### src/rtl/fifo_burst_reader.sv
// fifo_burst_reader: drains a 1-cycle-latency sync FIFO into a valid/ready stream framed in bursts.
// Defining FIFO_RDR_CNT_EN adds the burst_cnt output counting completed bursts.
module fifo_burst_reader #(
    parameter int DATA_WIDTH = 8,
    parameter int BURST_LEN  = 4
) (
    input  logic                  clk,
    input  logic                  rst,
    input  logic                  enable,
    input  logic                  fifo_empty,
    input  logic [DATA_WIDTH-1:0] fifo_rd_data,
    output logic                  fifo_rd_en,
    output logic                  out_valid,
    input  logic                  out_ready,
    output logic [DATA_WIDTH-1:0] out_data,
    output logic                  out_last,
`ifdef FIFO_RDR_CNT_EN
    output logic [15:0]           burst_cnt,
`endif
    output logic                  busy
);
    localparam int CW = $clog2(BURST_LEN) + 1;
    localparam logic [CW-1:0] CNT_LAST = CW'(BURST_LEN - 1);

    typedef enum logic [1:0] {IDLE, RUN, STOP, DRAIN} state_t;

    state_t                state_q, state_d;
    logic [1:0]            occ_q, occ_d;
    logic                  pend_q, pend_d;
    logic [CW-1:0]         iss_cnt_q, iss_cnt_d;
    logic [CW-1:0]         beat_cnt_q, beat_cnt_d;
    logic [DATA_WIDTH-1:0] buf0_q, buf0_d;
    logic [DATA_WIDTH-1:0] buf1_q, buf1_d;
    logic                  pop;
    logic                  issue_ok;
    logic [2:0]            fill;

    function automatic logic [CW-1:0] wrap_inc(input logic [CW-1:0] v);
        return (v == CNT_LAST) ? '0 : v + CW'(1);
    endfunction

    assign out_valid  = (occ_q != 2'd0);
    assign out_data   = buf0_q;
    assign out_last   = out_valid & (beat_cnt_q == CNT_LAST);
    assign busy       = (state_q != IDLE);
    assign pop        = out_valid & out_ready;
    assign issue_ok   = (state_q == RUN) || (state_q == STOP);
    // Occupancy after this cycle; a new read may only issue if its word will find a free slot.
    assign fill       = {1'b0, occ_q} + {2'b00, pend_q} - {2'b00, pop};
    assign fifo_rd_en = issue_ok & ~fifo_empty & (fill < 3'd2);

    always_comb begin
        pend_d     = fifo_rd_en;
        iss_cnt_d  = fifo_rd_en ? wrap_inc(iss_cnt_q) : iss_cnt_q;
        beat_cnt_d = pop ? wrap_inc(beat_cnt_q) : beat_cnt_q;
        occ_d      = occ_q;
        buf0_d     = buf0_q;
        buf1_d     = buf1_q;
        case ({pend_q, pop})
            2'b10: begin
                occ_d = occ_q + 2'd1;
                if (occ_q == 2'd0) buf0_d = fifo_rd_data;
                else               buf1_d = fifo_rd_data;
            end
            2'b01: begin
                occ_d  = occ_q - 2'd1;
                buf0_d = buf1_q;
            end
            2'b11: begin
                if (occ_q == 2'd1) begin
                    buf0_d = fifo_rd_data;
                end else begin
                    buf0_d = buf1_q;
                    buf1_d = fifo_rd_data;
                end
            end
            default: ;
        endcase
    end

    // Stop decisions look at the post-issue count so a stop never splits a burst.
    always_comb begin
        state_d = state_q;
        case (state_q)
            IDLE:    if (enable) state_d = RUN;
            RUN:     if (!enable) state_d = (iss_cnt_d == '0) ? DRAIN : STOP;
            STOP: begin
                if (enable)                 state_d = RUN;
                else if (iss_cnt_d == '0)   state_d = DRAIN;
            end
            DRAIN:   if (occ_q == 2'd0 && !pend_q) state_d = IDLE;
            default: state_d = IDLE;
        endcase
    end

    always_ff @(posedge clk or posedge rst) begin
        if (rst) begin
            state_q    <= IDLE;
            occ_q      <= 2'd0;
            pend_q     <= 1'b0;
            iss_cnt_q  <= '0;
            beat_cnt_q <= '0;
            buf0_q     <= '0;
            buf1_q     <= '0;
        end else begin
            state_q    <= state_d;
            occ_q      <= occ_d;
            pend_q     <= pend_d;
            iss_cnt_q  <= iss_cnt_d;
            beat_cnt_q <= beat_cnt_d;
            buf0_q     <= buf0_d;
            buf1_q     <= buf1_d;
        end
    end

`ifdef FIFO_RDR_CNT_EN
    logic [15:0] burst_cnt_q, burst_cnt_d;

    always_comb begin
        burst_cnt_d = (pop & out_last) ? burst_cnt_q + 16'd1 : burst_cnt_q;
    end

    always_ff @(posedge clk or posedge rst) begin
        if (rst) burst_cnt_q <= 16'd0;
        else     burst_cnt_q <= burst_cnt_d;
    end

    assign burst_cnt = burst_cnt_q;
`endif

endmodule

### config.mk
export PLATFORM = sky130hd
export DESIGN_NAME = fifo_burst_reader
export DESIGN_NICKNAME = d
export VERILOG_FILES = /design/src/rtl/fifo_burst_reader.sv
export SDC_FILE = /design/constraint.sdc
export NUM_CORES = 1
export LEC_CHECK = 0
export CORE_AREA = 2 2 62 64
export CTS_CLUSTER_SIZE = 16
export DETAILED_ROUTE_END_ITERATION = 8
export DIE_AREA = 0 0 64 66
export DONT_BUFFER_PORTS = 1
export PLACE_DENSITY = 0.55
export SYNTH_ARGS = -nofsm -noshare
export SYNTH_HDL_FRONTEND = slang
export SYNTH_SLANG_ARGS = --single-unit
### constraint.sdc
create_clock -name clk -period 3.7 [get_ports clk]
set_input_delay 0.74 -clock clk [delete_from_list [all_inputs] [get_ports clk]]
set_output_delay 0.74 -clock clk [all_outputs]
set_load 0.005 [all_outputs]
==> summary.txt <==
Final layout
  – Fin area: 1660 sq um
  – Fin nets: 173
  – Area grow syn2layout: 7.02%
  – # diodes: 0
  – Share of cells above drive strength 1: 0.203

Global route
  – Antenna violations before repair: 0
  – Grt ovf: 0
  – First-pass GRT wire length: 4810 um
  – Largest net degree at the start of global routing: 28
  – GR Util All Layers: 0.148
  – Via count of the first global-routing pass: between 1000 and 1500

Logic synthesis
  – Post-synth top cells: dfrtp_1 (27), nand2_1 (19), o21ai_0 (11)
  – Multiplexer share of the synthesized area: 0.131
  – Area leader, netlist: dfrtp_1
  – Post-synth top flop: dfrtp_1
  – Yosys reg bits: 27
  – Synth top area share: 0.436
  – Post-Synth XOR/XNOR Area: 0.0169
  – Register area share after synthesis: 0.436
  – Main combinational cell family by area after synthesis: simple AND/OR/NAND/NOR gates
  – Synth Area in Simple Gates: 0.147
  – Mapped Nets: 167
  – Post-synth EDFFs: 0
  – Most numerous cell in the Yosys netlist: dfrtp_1
  – Synth Area in Adders: 0.100
  – Ys Warns: 0
  – Compound-Gate Fraction of Synth Area: 0.130
  – Post-synth cell types: 40
  – Syn Inst Count: 143
  – Synthesized area per cell: about 11 sq um
  – Mapped Area: 1550 sq um
  – Ys async rst share: 1.00
  – Top post-synthesis cells by area: dfrtp_1 (44%), ha_1 (8.1%), mux2_2 (7.3%)

Place
  – DP Area: 1590 sq um
  – Input/output buffers: 0
  – DP HPWL: 2060 um
  – GPL Wtd Cong: approximately 0.85

Worst setup path
  – Max incr delay on CP: 0.40 ns
  – FF-to-FF setup slack: between 0.7 and 0.8 ns
  – Slowest-stage cell, CP: or3_4
  – Kind of critical path: flip-flop to output port
  – CP max FO: 7
  – Setup crit start kind: flip-flop
  – Reg2reg start: occ_q[1]
  – R2R depth: 11
  – Worst path cell trace: inv_1 > ha_4 > nor2b_4 > inv_2 > ha_1 > nand2b_1 > fa_1 > xor2_1 > or3_4 > inv_4
  – Critical path endpoint category: output port
  – Worst Path Required: 2.96 ns
  – Reg2reg end: state_q[1]
  – Arrival @ worst endpoint: between 2 and 3 ns

Route
  – Met3 WL post-DR: 168 um
  – Final WL: 2750 um
  – DRT iter0 DRCs: 74
  – Routed len/inst: 14.1 um
  – DR WL met2: roughly 1400 um
  – DR vias: 1029
  – Vias per Instance: between 5 and 6
  – Drt first pass iters: 4
  – Met1 Routed Length: 1170 um
  – DRC: 0
  – Top sig layer: met4
  – Final antenna-violating net count: 0

Clock network
  – Clock Path Buffers: 2
  – Sink Count: 27
  – Worst skew pair latency: 0.32 ns
  – Root buffer cell: clkbuf_4
  – CTS buffer count: 3
  – CTS tree: done
  – Post-CTS Hold Fix Bufs: 0
  – Clock transition at path regs: 0.13 ns
  – H-Tree Depth: 1

Floorplanning
  – Die area: 4220 sq um
  – Row Count: 22
  – Die width: roughly 64 um
  – Starting density of the core: 0.437
  – Ports: 25
  – Die height: 66 um
  – Total core area: 3550 sq um

Outcome
  – Outcome: finished, final reports clean

Pwr
  – Maximum vdd drop: about 290 uV
  – Total power: ~0.0015 W
  – Pwr per Cell Area: 878 nW/um^2
  – Leak pwr: 0.770 nW

Worst hold path
  – Hold EP: beat_cnt_q[1]
  – Hold path depth: 2
  – Worst hold start: beat_cnt_q[1]
  – Min-Delay Path Class: flip-flop to flip-flop

STA
  – Setup TNS: 0 ns
  – Fin crit share: 0.956
  – FMAX: 0.283 GHz
  – Final slew viol count: 0
  – Min Tclk post-route: 3.54 ns
  – Worst Max-Slew Pin Slew: 1.00 ns
  – RSZ-0062 raised after global routing: false
  – Slew margin rel.: 0.331
  – Hold Fails Final Rpt: 0
  – Endpoints failing setup: 0
  – Clk_skew: 0.00941 ns

Run
  – Max-Cap Viols: 0
## final cells by class
type	count	area, sq um
fillers	325	1890
flip-flops and latches	27	676
multi-input cells	102	826
repair buffers	3	22.5
clock buffers	3	22.5
clock inverters	1	5.00
inverters	12	47.5
well taps	48	60.1
## state kept, by name, summed over array words and instances (netlist names)
signal / flops
buf1_q: 8
out_data: 8
beat_cnt_q: 3
iss_cnt_q: 3
occ_q: 2
state_q: 2
pend_q: 1
## report_power, final
group          internal (W)  total [W]  switching (W)
combinational      0.000367   0.000785       0.000418
sequential         0.000437   0.000545       0.000108
clock             0.0000405   0.000126      0.0000853
total              0.000844    0.00146       0.000612
## logic make-up after synthesis
| logic type | after synthesis |
|---|---|
| AOI/OAI and AO/OA | 26 |
| xor gates and xnor gates | 3 |
| adders and majority gates | 12 |
| buffers and inverters | 14 |
| DFF | 27 |
| muxes | 19 |
| and+or+nand+nor | 42 |
## critical path, delay by kind of cell, from the launching register on
| family | cells | cell delay, ns |
|---|---|---|
| XOR/XNOR | 1 | 0.16 |
| flip-flops | 1 | 0.37 |
| AND/OR/NAND/NOR | 3 | 0.79 |
| buffers and inverters | 3 | 0.26 |
| adder cells (fa/ha/maj) | 3 | 0.91 |
## cells in the final DEF (no fill, tap or decap), types with 2 or more instances in the layout
master	synthesis	routed
a21oi_1	3	3
a21oi_2	2	2
buf_4	0	3
clkbuf_4	0	3
dfrtp_1	27	27
ha_1	10	9
inv_1	10	10
mux2_2	10	10
mux2i_1	9	9
nand2_1	19	19
nand2b_1	4	4
nand3_1	3	3
nor2_1	2	2
nor2b_1	3	3
o21ai_0	11	11
o311ai_0	2	2
xnor2_1	2	2
## worst max path at each step
stage | from | cells after the start | to | slack, ns
2_1_floorplan | occ_q[1] | 10 | fifo_rd_en | 0.45
3_3_place_gp | occ_q[1] | 10 | fifo_rd_en | 0.34
3_5_place_dp | occ_q[1] | 10 | fifo_rd_en | 0.25
4_1_cts | occ_q[1] | 10 | fifo_rd_en | 0.08
5_1_grt | occ_q[0] | 10 | fifo_rd_en | 0.03
6_report | occ_q[1] | 10 | fifo_rd_en | 0.16
## per-stage QoR
| step | std cells | utilization | setup WS, ns | hold WS (ns) |
|---|---|---|---|---|
| final | 196 | 0.467 | 0.164 | 0.499 |
| after global routing | 196 | 0.467 | 0.0257 | 0.526 |
| after CTS | 195 | 0.462 | 0.0758 | 0.503 |
| after detailed placement | 189 | 0.449 | 0.253 | 0.471 |
| after global placement | 189 | 0.449 | 0.339 | 0.476 |
| after floorplan | 143 | - | 0.447 | 0.441 |
## routing by layer
| layer | global-route usage | vias up |
|---|---|---|
| li1 | - | 510 |
| met1 | 0.174 | 498 |
| met2 | 0.246 | 19 |
| met3 | 0.0443 | 2 |
| met4 | 0.0734 | 0 |
| met5 | 0 | - |
## what timing repair did
item | in CTS | in global routing
setup buffers | 2 | 1
resized for setup | 1 | 2
endpoints found under the setup margin | 1 | 1
gates cloned | 0 | 0
pin swaps | 0 | 0
No activity file was read; power rests on OpenSTA's default activity.
